**src/rtl/adder_pkg.sv**
```systemverilog
// Shared definitions for the operand loader and the downstream adder:
// FSM state encodings, default field widths and the format word layout.
package adder_pkg;

    // Default operand and format word widths.
    localparam int unsigned DATA_W_DEFAULT = 8;
    localparam int unsigned FMT_W_DEFAULT  = 4;

    // Format word bit0 selects the number system: 0 = fixed point, 1 = floating point.
    localparam int unsigned FMT_FLOAT_BIT = 0;
    localparam logic        FMT_FIXED     = 1'b0;
    localparam logic        FMT_FLOAT     = 1'b1;

    // Loader FSM states; the encoding is shown directly on the LEDs.
    typedef enum logic [1:0] {
        S_OP1   = 2'd0,
        S_OP2   = 2'd1,
        S_FMT   = 2'd2,
        S_READY = 2'd3
    } state_e;

    // True when a format word requests floating-point operation.
    function automatic logic fmt_is_float(input logic [FMT_W_DEFAULT-1:0] fmt);
        return fmt[FMT_FLOAT_BIT] == FMT_FLOAT;
    endfunction

endpackage

```
**src/rtl/btn_sync_edge.sv**
```systemverilog
// Push-button synchroniser and rising-edge detector.
// A three-flop chain s1->s2->s3 retimes the raw button; pulse = s2 & ~s3 gives one
// clock-wide pulse per press, independent of how long the button is held.
module btn_sync_edge (
    input  logic clk,
    input  logic rst,
    input  logic btn,
    output logic pulse
);

    logic s1_q, s1_d;
    logic s2_q, s2_d;
    logic s3_q, s3_d;

    // After reset the chain is all zero, so a button held through reset would look
    // like a fresh rising edge. seen_low_q only opens the detector once the button
    // has actually been observed released after reset; primed_q marks that s1_q
    // holds a real post-reset sample rather than its reset value.
    logic primed_q, primed_d;
    logic seen_low_q, seen_low_d;

    // Next-state for the synchroniser chain and release tracking.
    always_comb begin
        s1_d       = btn;
        s2_d       = s1_q;
        s3_d       = s2_q;
        primed_d   = 1'b1;
        seen_low_d = seen_low_q | (primed_q & ~s1_q);
    end

    // Synchroniser state; cleared only by reset, never by the soft clear.
    always_ff @(posedge clk) begin
        if (rst) begin
            s1_q       <= 1'b0;
            s2_q       <= 1'b0;
            s3_q       <= 1'b0;
            primed_q   <= 1'b0;
            seen_low_q <= 1'b0;
        end else begin
            s1_q       <= s1_d;
            s2_q       <= s2_d;
            s3_q       <= s3_d;
            primed_q   <= primed_d;
            seen_low_q <= seen_low_d;
        end
    end

    assign pulse = s2_q & ~s3_q & seen_low_q;

endmodule

```
**src/rtl/operand_loader.sv**
```systemverilog
// Operand loader: captures operand1, operand2 and a format word from the switches,
// one field per debounced button press, and raises start once all three are valid.
// Fields are passed bit-exact; no arithmetic happens here.
module operand_loader
    import adder_pkg::*;
#(
    parameter int unsigned DATA_W = DATA_W_DEFAULT,
    parameter int unsigned FMT_W  = FMT_W_DEFAULT
) (
    input  logic              clk,
    input  logic              rst,
    input  logic              clr,
    input  logic              load_btn,
    input  logic [DATA_W-1:0] data_in,
    output logic [DATA_W-1:0] operand1,
    output logic [DATA_W-1:0] operand2,
    output logic [FMT_W-1:0]  format,
    output logic              start,
    output logic [1:0]        state
);

    logic load_pulse;

    state_e state_q, state_d;
    logic   start_q, start_d;

    logic [DATA_W-1:0] operand1_q, operand1_d;
    logic [DATA_W-1:0] operand2_q, operand2_d;
    logic [FMT_W-1:0]  format_q, format_d;

    btn_sync_edge u_btn_sync_edge (
        .clk   (clk),
        .rst   (rst),
        .btn   (load_btn),
        .pulse (load_pulse)
    );

    // FSM next-state: clr beats a simultaneous load; start rises entering S_READY.
    always_comb begin
        state_d = state_q;
        start_d = start_q;
        if (clr) begin
            state_d = S_OP1;
            start_d = 1'b0;
        end else if (load_pulse) begin
            case (state_q)
                S_OP1: begin
                    state_d = S_OP2;
                end
                S_OP2: begin
                    state_d = S_FMT;
                end
                S_FMT: begin
                    state_d = S_READY;
                    start_d = 1'b1;
                end
                S_READY: begin
                    // A new press starts the next operation from operand1.
                    state_d = S_OP2;
                    start_d = 1'b0;
                end
                default: begin
                    state_d = S_OP1;
                    start_d = 1'b0;
                end
            endcase
        end
    end

    // FSM state and registered start flag.
    always_ff @(posedge clk) begin
        if (rst) begin
            state_q <= S_OP1;
            start_q <= 1'b0;
        end else begin
            state_q <= state_d;
            start_q <= start_d;
        end
    end

    // Datapath next-state: the field selected by the current state takes data_in.
    always_comb begin
        operand1_d = operand1_q;
        operand2_d = operand2_q;
        format_d   = format_q;
        if (clr) begin
            operand1_d = '0;
            operand2_d = '0;
            format_d   = '0;
        end else if (load_pulse) begin
            case (state_q)
                S_OP1:   operand1_d = data_in;
                S_OP2:   operand2_d = data_in;
                S_FMT:   format_d   = data_in[FMT_W-1:0];
                S_READY: operand1_d = data_in;
                default: operand1_d = operand1_q;
            endcase
        end
    end

    // Datapath field registers.
    always_ff @(posedge clk) begin
        if (rst) begin
            operand1_q <= '0;
            operand2_q <= '0;
            format_q   <= '0;
        end else begin
            operand1_q <= operand1_d;
            operand2_q <= operand2_d;
            format_q   <= format_d;
        end
    end

    assign operand1 = operand1_q;
    assign operand2 = operand2_q;
    assign format   = format_q;
    assign start    = start_q;
    assign state    = state_q;

endmodule

```
**config.mk**
```make
export PLATFORM = sky130hd
export DESIGN_NAME = operand_loader
export DESIGN_NICKNAME = d
export VERILOG_FILES = /design/src/rtl/adder_pkg.sv /design/src/rtl/btn_sync_edge.sv /design/src/rtl/operand_loader.sv
export SDC_FILE = /design/constraint.sdc
export NUM_CORES = 1
export LEC_CHECK = 0
export BUFFER_PORTS_ARGS = -buffer_cell sky130_fd_sc_hd__buf_2
export CORE_MARGIN = 4
export CORE_UTILIZATION = 45
export DETAILED_ROUTE_END_ITERATION = 8
export GPL_TIMING_DRIVEN = 1
export PLACE_DENSITY = 0.71
export SLEW_MARGIN = 10
export SYNTH_ARGS = -nofsm -noshare
export SYNTH_HDL_FRONTEND = slang
export SYNTH_SLANG_ARGS = --single-unit
export TNS_END_PERCENT = 20
```
**constraint.sdc**
```tcl
create_clock -name clk -period 2.3 [get_ports clk]
set_clock_uncertainty 0.15 [all_clocks]
set_input_delay 0.115 -clock clk [delete_from_list [all_inputs] [get_ports clk]]
set_output_delay 0.115 -clock clk [all_outputs]
set_load 0.02 [all_outputs]
```
==> results.py, run 1 <==
metrics = {
    "status": {
        "status": "finished clean",
    },
    "worst_hold_path": {
        "min_from": "data_in[1]",
        "hold_path_class": "input port to flip-flop",
        "min_path_cells": 3,
        "hold_end": "format[1]",
    },
    "synthesis": {
        "seq_area_frac_synth_pct": 45.4,
        "ys_ff_latch": 28,
        "yosysWarnings": 0,
        "syn_avg_cell_area_um2": 11.7,
        "synthFlopType": "dfxtp_1",
        "synth_common_cells": "dfxtp_1 (28), or3b_1 (28), mux2i_1 (20)",
        "synth_edf_count": 0,
        "synth.distinct_cells": 15,
        "synthCells": 106,
        "ys_top_cells_by_area": "dfxtp_1 (45%), or3b_1 (20%), mux2i_1 (16%)",
        "async_reset_ff_share_pct": 0,
        "synth_top_area_share_pct": 45.4,
        "yosys.area.top_type": "dfxtp_1",
        "synth_area_um2": 1230,
        "syn-num-nets": 121,
    },
    "floorplan": {
        "die_height_um": 60.4,
        "ioPinCount": 35,
        "core_um2": 2540,
        "rows": 18,
        "start_util_pct": 48.5,
        "die_w_um": 60.4,
        "die-area_um2": 3650,
    },
    "power_and_ir_drop": {
        "powerDensity_nw_per_um2": 533,
        "finalPower_w": 0.000788,
        "vdd_drop_max_v": 0.000343,
        "leakagePower_nw": 0.739,
    },
    "drt": {
        "vias": 888,
        "routedWlPerCell_um": 14.1,
        "wl_mm": 2.41,
        "drt-vias-per-instance": 5.19,
        "postRouteAntennaNets": 0,
        "drt_iter0_markers": 16,
        "drt-pass1-iter-count": 4,
        "drc": 0,
    },
    "timing": {
        "maxSlewViolCount": 0,
        "finalSetupViolations": 0,
        "relSlewSlack_pct": 61.7,
        "worst_slew_pin_slew_ns": 0.571,
        "finalHoldViolCount": 0,
        "rsz0062_at_grt": "no",
        "tns_ns": 0,
        "min_period_ns": 1.74,
        "period_share_pct": 75.8,
        "fmax_mhz": 574,
    },
    "grt": {
        "grt_max_degree": 34,
        "grt_pass1_vias": 893,
        "grt_first_pass_wirelength_mm": 4.11,
        "grt_use_total_pct": 15.2,
        "antenna_found_initial": 0,
        "gr-total-overflow": 0,
    },
    "final_layout": {
        "drive_above_1_share_pct": 27.0,
        "nets": 157,
        "nFillCells": 232,
        "diodes": 0,
        "syn2layout_area_growth_pct": 19.8,
    },
    "critical_path": {
        "crit_type": "flip-flop to flip-flop",
        "worst-r2r-cell-count": 4,
        "crit_path_start_kind": "flip-flop",
        "required_ns": 2.42,
        "cp-end-kind": "flip-flop",
        "arrival_ns": 1.87,
        "reg2reg_slack_ns": 0.56,
        "crit_fanout": 7,
        "r2r_start": "state[0]",
        "rr_endpoint": "operand1[4]",
    },
    "clocking": {
        "worstSkewPairLatency_ns": 0.33,
        "cts.sinks": 28,
        "ctsLongestPathBuffers": 2,
        "cts_max_level": 1,
        "numCtsBuffers": 3,
        "clkTransAtPathRegs_ns": 0.15,
        "clk_root_buffer_cell": "clkbuf_4",
        "cts.repair.resized": 0,
        "cts_tree": "done",
    },
    "placement": {
        "place_hpwl_mm": 1.67,
        "gp_congestion": 0.755,
        "io_buffers": 34,
    },
    "job": {
        "drv_cap": 0,
    },
}
## cells by family after synthesis
logic type / count (synthesis) / share of synthesized area [%]
flops: 28 / 45.4
buf+inv: 11 / 4.96
simple gates: 40 / 27.4
compound gates: 4 / 3.04
mux: 20 / 16.2
fa+ha+maj: 3 / 3.04
## how the worst max path moves through the flow
stage / startpoint / endpoint / slack [ns] / cells past startpoint
global placement: state[0] / operand1[4] / 0.60 / 4
CTS: state[0] / operand1[2] / 0.54 / 4
finish: state[0] / operand1[4] / 0.56 / 4
global route: state[0] / operand1[2] / 0.41 / 4
floorplan: state[0] / operand1[0] / 0.69 / 5
detailed placement: state[0] / operand1[2] / 0.57 / 4
## registers in the layout (all words and copies together) (netlist names)
register	cells
state	2
u_btn_sync_edge.primed_q	1
u_btn_sync_edge.seen_low_q	1
u_btn_sync_edge.s1_q	1
u_btn_sync_edge.s2_q	1
start	1
format	4
operand2	8
u_btn_sync_edge.s3_q	1
operand1	8
## cell type report
cell class | instances | area [um2] | share of cell area [%]
Tap cell | 30 | 37.5 | 2.54
Timing Repair Buffer | 39 | 220 | 14.9
Clock buffer | 4 | 36.3 | 2.45
Multi-Input combinational cell | 67 | 613 | 41.5
Sequential cell | 28 | 561 | 37.9
Inverter | 3 | 11.3 | 0.761
## layout by cell type, fill, tap and decap left out
| master | netlist | final |
|---|---|---|
| nor2b_1 | 4 | 4 |
| nor2_1 | 1 | 1 |
| clkbuf_4 | 0 | 3 |
| and4b_1 | 2 | 2 |
| inv_1 | 3 | 3 |
| o21a_1 | 1 | 1 |
| nand4b_1 | 4 | 4 |
| clkbuf_8 | 0 | 1 |
| or3b_1 | 28 | 28 |
| dfxtp_1 | 28 | 28 |
| buf_2 | 4 | 34 |
| mux2i_1 | 20 | 20 |
| o211a_1 | 3 | 3 |
| and3b_1 | 1 | 1 |
| dlygate4sd3_1 | 0 | 5 |
| ha_1 | 3 | 3 |
## stage by stage
step	cells	worst slack [ns]	utilization (%)	hold slack [ns]	instance area, um2
global placement	162	0.605	54.7	0.176	1390
finish	171	0.557	58.1	0.0138	1480
global route	171	0.406	58.1	0.0174	1480
CTS	171	0.537	58.1	0.0100	1480
floorplan	106	0.694	-	0.0932	1230
detailed placement	162	0.570	54.7	0.186	1390
## power by group
| group | total, W | internal [W] | switching, W |
|---|---|---|---|
| registers | 0.000496 | 0.000491 | 0.00000552 |
| clock network | 0.000244 | 0.0000970 | 0.000147 |
| logic | 0.0000480 | 0.0000233 | 0.0000247 |
## critical path, cell delays in order (launching register included)
cell	delay (ns)
dfxtp_1	0.43
inv_1	0.06
ha_1	0.29
and4b_1	0.51
mux2i_1	0.24
## what timing repair did
action	CTS	global route
hold buffers	5	0
setup buffers	0	0
hold endpoints to repair	9	0
## per-layer routing
metal  global-route usage [%]  routed length, um
met1                     19.4               1120
met3                     3.19                108
met4                     7.59                 46
met5                        0                  0
met2                     24.4               1140
Power figures use the tool's default switching activity.
==> run 2, diff against run 1 <==
--- a/config.mk
+++ b/config.mk
@@ -10,7 +10,7 @@
 export CORE_UTILIZATION = 45
 export DETAILED_ROUTE_END_ITERATION = 8
 export GPL_TIMING_DRIVEN = 1
-export PLACE_DENSITY = 0.71
+export PLACE_DENSITY = 0.73
 export SLEW_MARGIN = 10
 export SYNTH_ARGS = -nofsm -noshare
 export SYNTH_HDL_FRONTEND = slang
==> constraint.sdc (replaced) <==
create_clock -name clk -period 1.57 [get_ports clk]
set_clock_uncertainty 0.15 [all_clocks]
set_input_delay 0.0785 -clock clk [delete_from_list [all_inputs] [get_ports clk]]
set_output_delay 0.0785 -clock clk [all_outputs]
set_load 0.02 [all_outputs]
==> run 2 against run 1 <==
  * Core utilization grew 3.1 points
  * Critical endpoint is now operand1[2]
  * Clock power grew 93%
  * Via count grew 2.5%
  * Largest cell class unchanged
  * Non-clock buffer count grew 6
==> results.py, run 2 (same netlist as run 1, synthesis figures left out) <==
metrics = {
    "drt": {
        "routedWlPerCell_um": 14.4,
        "top_layer": "met4",
        "drt-vias-per-instance": 5.14,
        "wl_met1_mm": 1.18,
        "drt-pass1-iter-count": 4,
        "route.met2.wl_mm": 1.23,
        "wl_mm": 2.55,
        "vias": 910,
        "drt_iter0_markers": 13,
        "route.met3.wl_um": 116,
        "postRouteAntennaNets": 0,
        "drc": 0,
    },
    "timing": {
        "period_share_pct": 95.3,
        "rsz0062_at_grt": "no",
        "fmax_mhz": 668,
        "finalSetupViolations": 0,
        "finalHoldViolCount": 0,
        "tns_ns": 0,
        "relSlewSlack_pct": 69.1,
        "worst_slew_pin_slew_ns": 0.464,
        "maxSlewViolCount": 0,
        "min_period_ns": 1.50,
    },
    "critical_path": {
        "required_ns": 1.69,
        "reg2reg_slack_ns": 0.07,
        "crit_fanout": 7,
        "crit_start": "state[0]",
        "critPathSlowestCell": "dfxtp_4",
        "cp-end-kind": "flip-flop",
        "endpoint": "operand1[2]",
        "arrival_ns": 1.61,
        "cp.depth": 4,
        "r2r_start": "state[0]",
        "rr_endpoint": "operand1[2]",
        "crit_path_start_kind": "flip-flop",
        "worst-r2r-cell-count": 4,
        "path_buf_inv": 1,
        "critical_path.cell_chain": "inv_1 > ha_1 > and4b_4 > mux2i_1",
        "crit_family": "flip-flops",
        "crit_type": "flip-flop to flip-flop",
        "max_stage_delay_ns": 0.40,
    },
    "final_layout": {
        "final_cell_mix": "buf_2 (34), or3b_1 (28), dfxtp_1 (26), mux2i_1 (20), dlygate4sd3_1 (9)",
        "nets": 163,
        "final_cell_area_um2": 1560,
        "drive_above_1_share_pct": 29.3,
        "diodes": 0,
        "nFillCells": 209,
        "syn2layout_area_growth_pct": 26.2,
        "final_common_cell": "buf_2",
    },
    "worst_hold_path": {
        "hold_path_class": "input port to flip-flop",
    },
    "grt": {
        "grt_max_degree": 34,
        "grt_pass1_vias": 880,
        "grt_use_total_pct": 14.7,
        "grt_first_pass_wirelength_mm": 4.02,
        "antenna_found_initial": 0,
        "gr-total-overflow": 0,
    },
    "clocking": {
        "numCtsBuffers": 3,
        "cts_setup_buffers": 0,
        "clk_root_buffer_cell": "clkbuf_4",
        "worstSkewPairLatency_ns": 0.32,
        "cts_max_level": 1,
        "cts.sinks": 28,
        "cts_tree": "done",
        "clkTransAtPathRegs_ns": 0.15,
        "ctsLongestPathBuffers": 2,
    },
    "floorplan": {
        "die_w_um": 60.4,
        "ioPinCount": 35,
        "rows": 18,
        "start_util_pct": 48.5,
        "core_um2": 2540,
        "die_height_um": 60.4,
        "die-area_um2": 3650,
    },
    "power_and_ir_drop": {
        "leakagePower_nw": 0.770,
        "powerDensity_nw_per_um2": 819,
        "vdd_drop_max_v": 0.000554,
        "finalPower_w": 0.00128,
    },
    "status": {
        "status": "finished clean",
    },
    "job": {
        "drv_cap": 0,
    },
    "placement": {
        "place_hpwl_mm": 1.69,
        "io_buffers": 34,
        "postPlaceCellArea_um2": 1410,
        "gp_congestion": 0.758,
    },
}
-- run 2: worst min-delay path by stage --
stage	start	to	slack, ns	cells after the start
floorplan	load_btn	u_btn_sync_edge.s1_q	0.06	1
detailed placement	load_btn	u_btn_sync_edge.s1_q	0.14	2
CTS	rst	u_btn_sync_edge.primed_q	0.009	2
global route	rst	u_btn_sync_edge.primed_q	0.04	2
global placement	load_btn	u_btn_sync_edge.s1_q	0.14	2
finish	rst	u_btn_sync_edge.primed_q	0.02	2
-- run 2: cell type report --
type	count	area, um2	share of cell area, %
Tap cell	30	37.5	2.41
Inverter	3	11.3	0.722
Clock buffer	3	22.5	1.44
Multi-Input combinational cell	67	617	39.6
Timing Repair Buffer	45	275	17.7
Sequential cell	28	566	36.3
Clock inverter	1	30.0	1.93
-- run 2: worst register-to-register path, stage by stage (launching register included) --
cell and delay (ns):
dfxtp_4 0.40, inv_1 0.05, ha_1 0.29, and4b_4 0.35, mux2i_1 0.22
-- run 2: stage by stage --
step / setup slack [ns] / utilization [%] / std cells / hold slack, ns
floorplan: 0.0553 / - / 106 / 0.0567
global placement: 0.0269 / 55.4 / 164 / 0.137
detailed placement: -0.0598 / 55.4 / 164 / 0.142
global route: 0.0000548 / 61.3 / 177 / 0.0374
CTS: 0.0188 / 61.0 / 177 / 0.00894
finish: 0.0737 / 61.3 / 177 / 0.0219
-- run 2: layer usage --
metal  up-vias  GRT usage, %
met2        20          23.8
met3         4          3.40
li1        469             -
met4         0          6.33
met1       417          18.9
met5         -             0
-- run 2: power breakdown --
part,switching (W),internal (W),leakage [nW]
Clock,0.000213,0.000258,0.0279
Sequential,0.00000862,0.000717,0.228
Combinational,0.0000385,0.0000412,0.514
Total,0.000260,0.00102,0.770
-- run 2: repair_timing --
| item | CTS | global route |
|---|---|---|
| setup endpoints to repair | 7 | 9 |
| resized for setup | 1 | 3 |
| gates cloned | 0 | 0 |
| hold buffers | 9 | 0 |
| hold endpoints to repair | 21 | 0 |
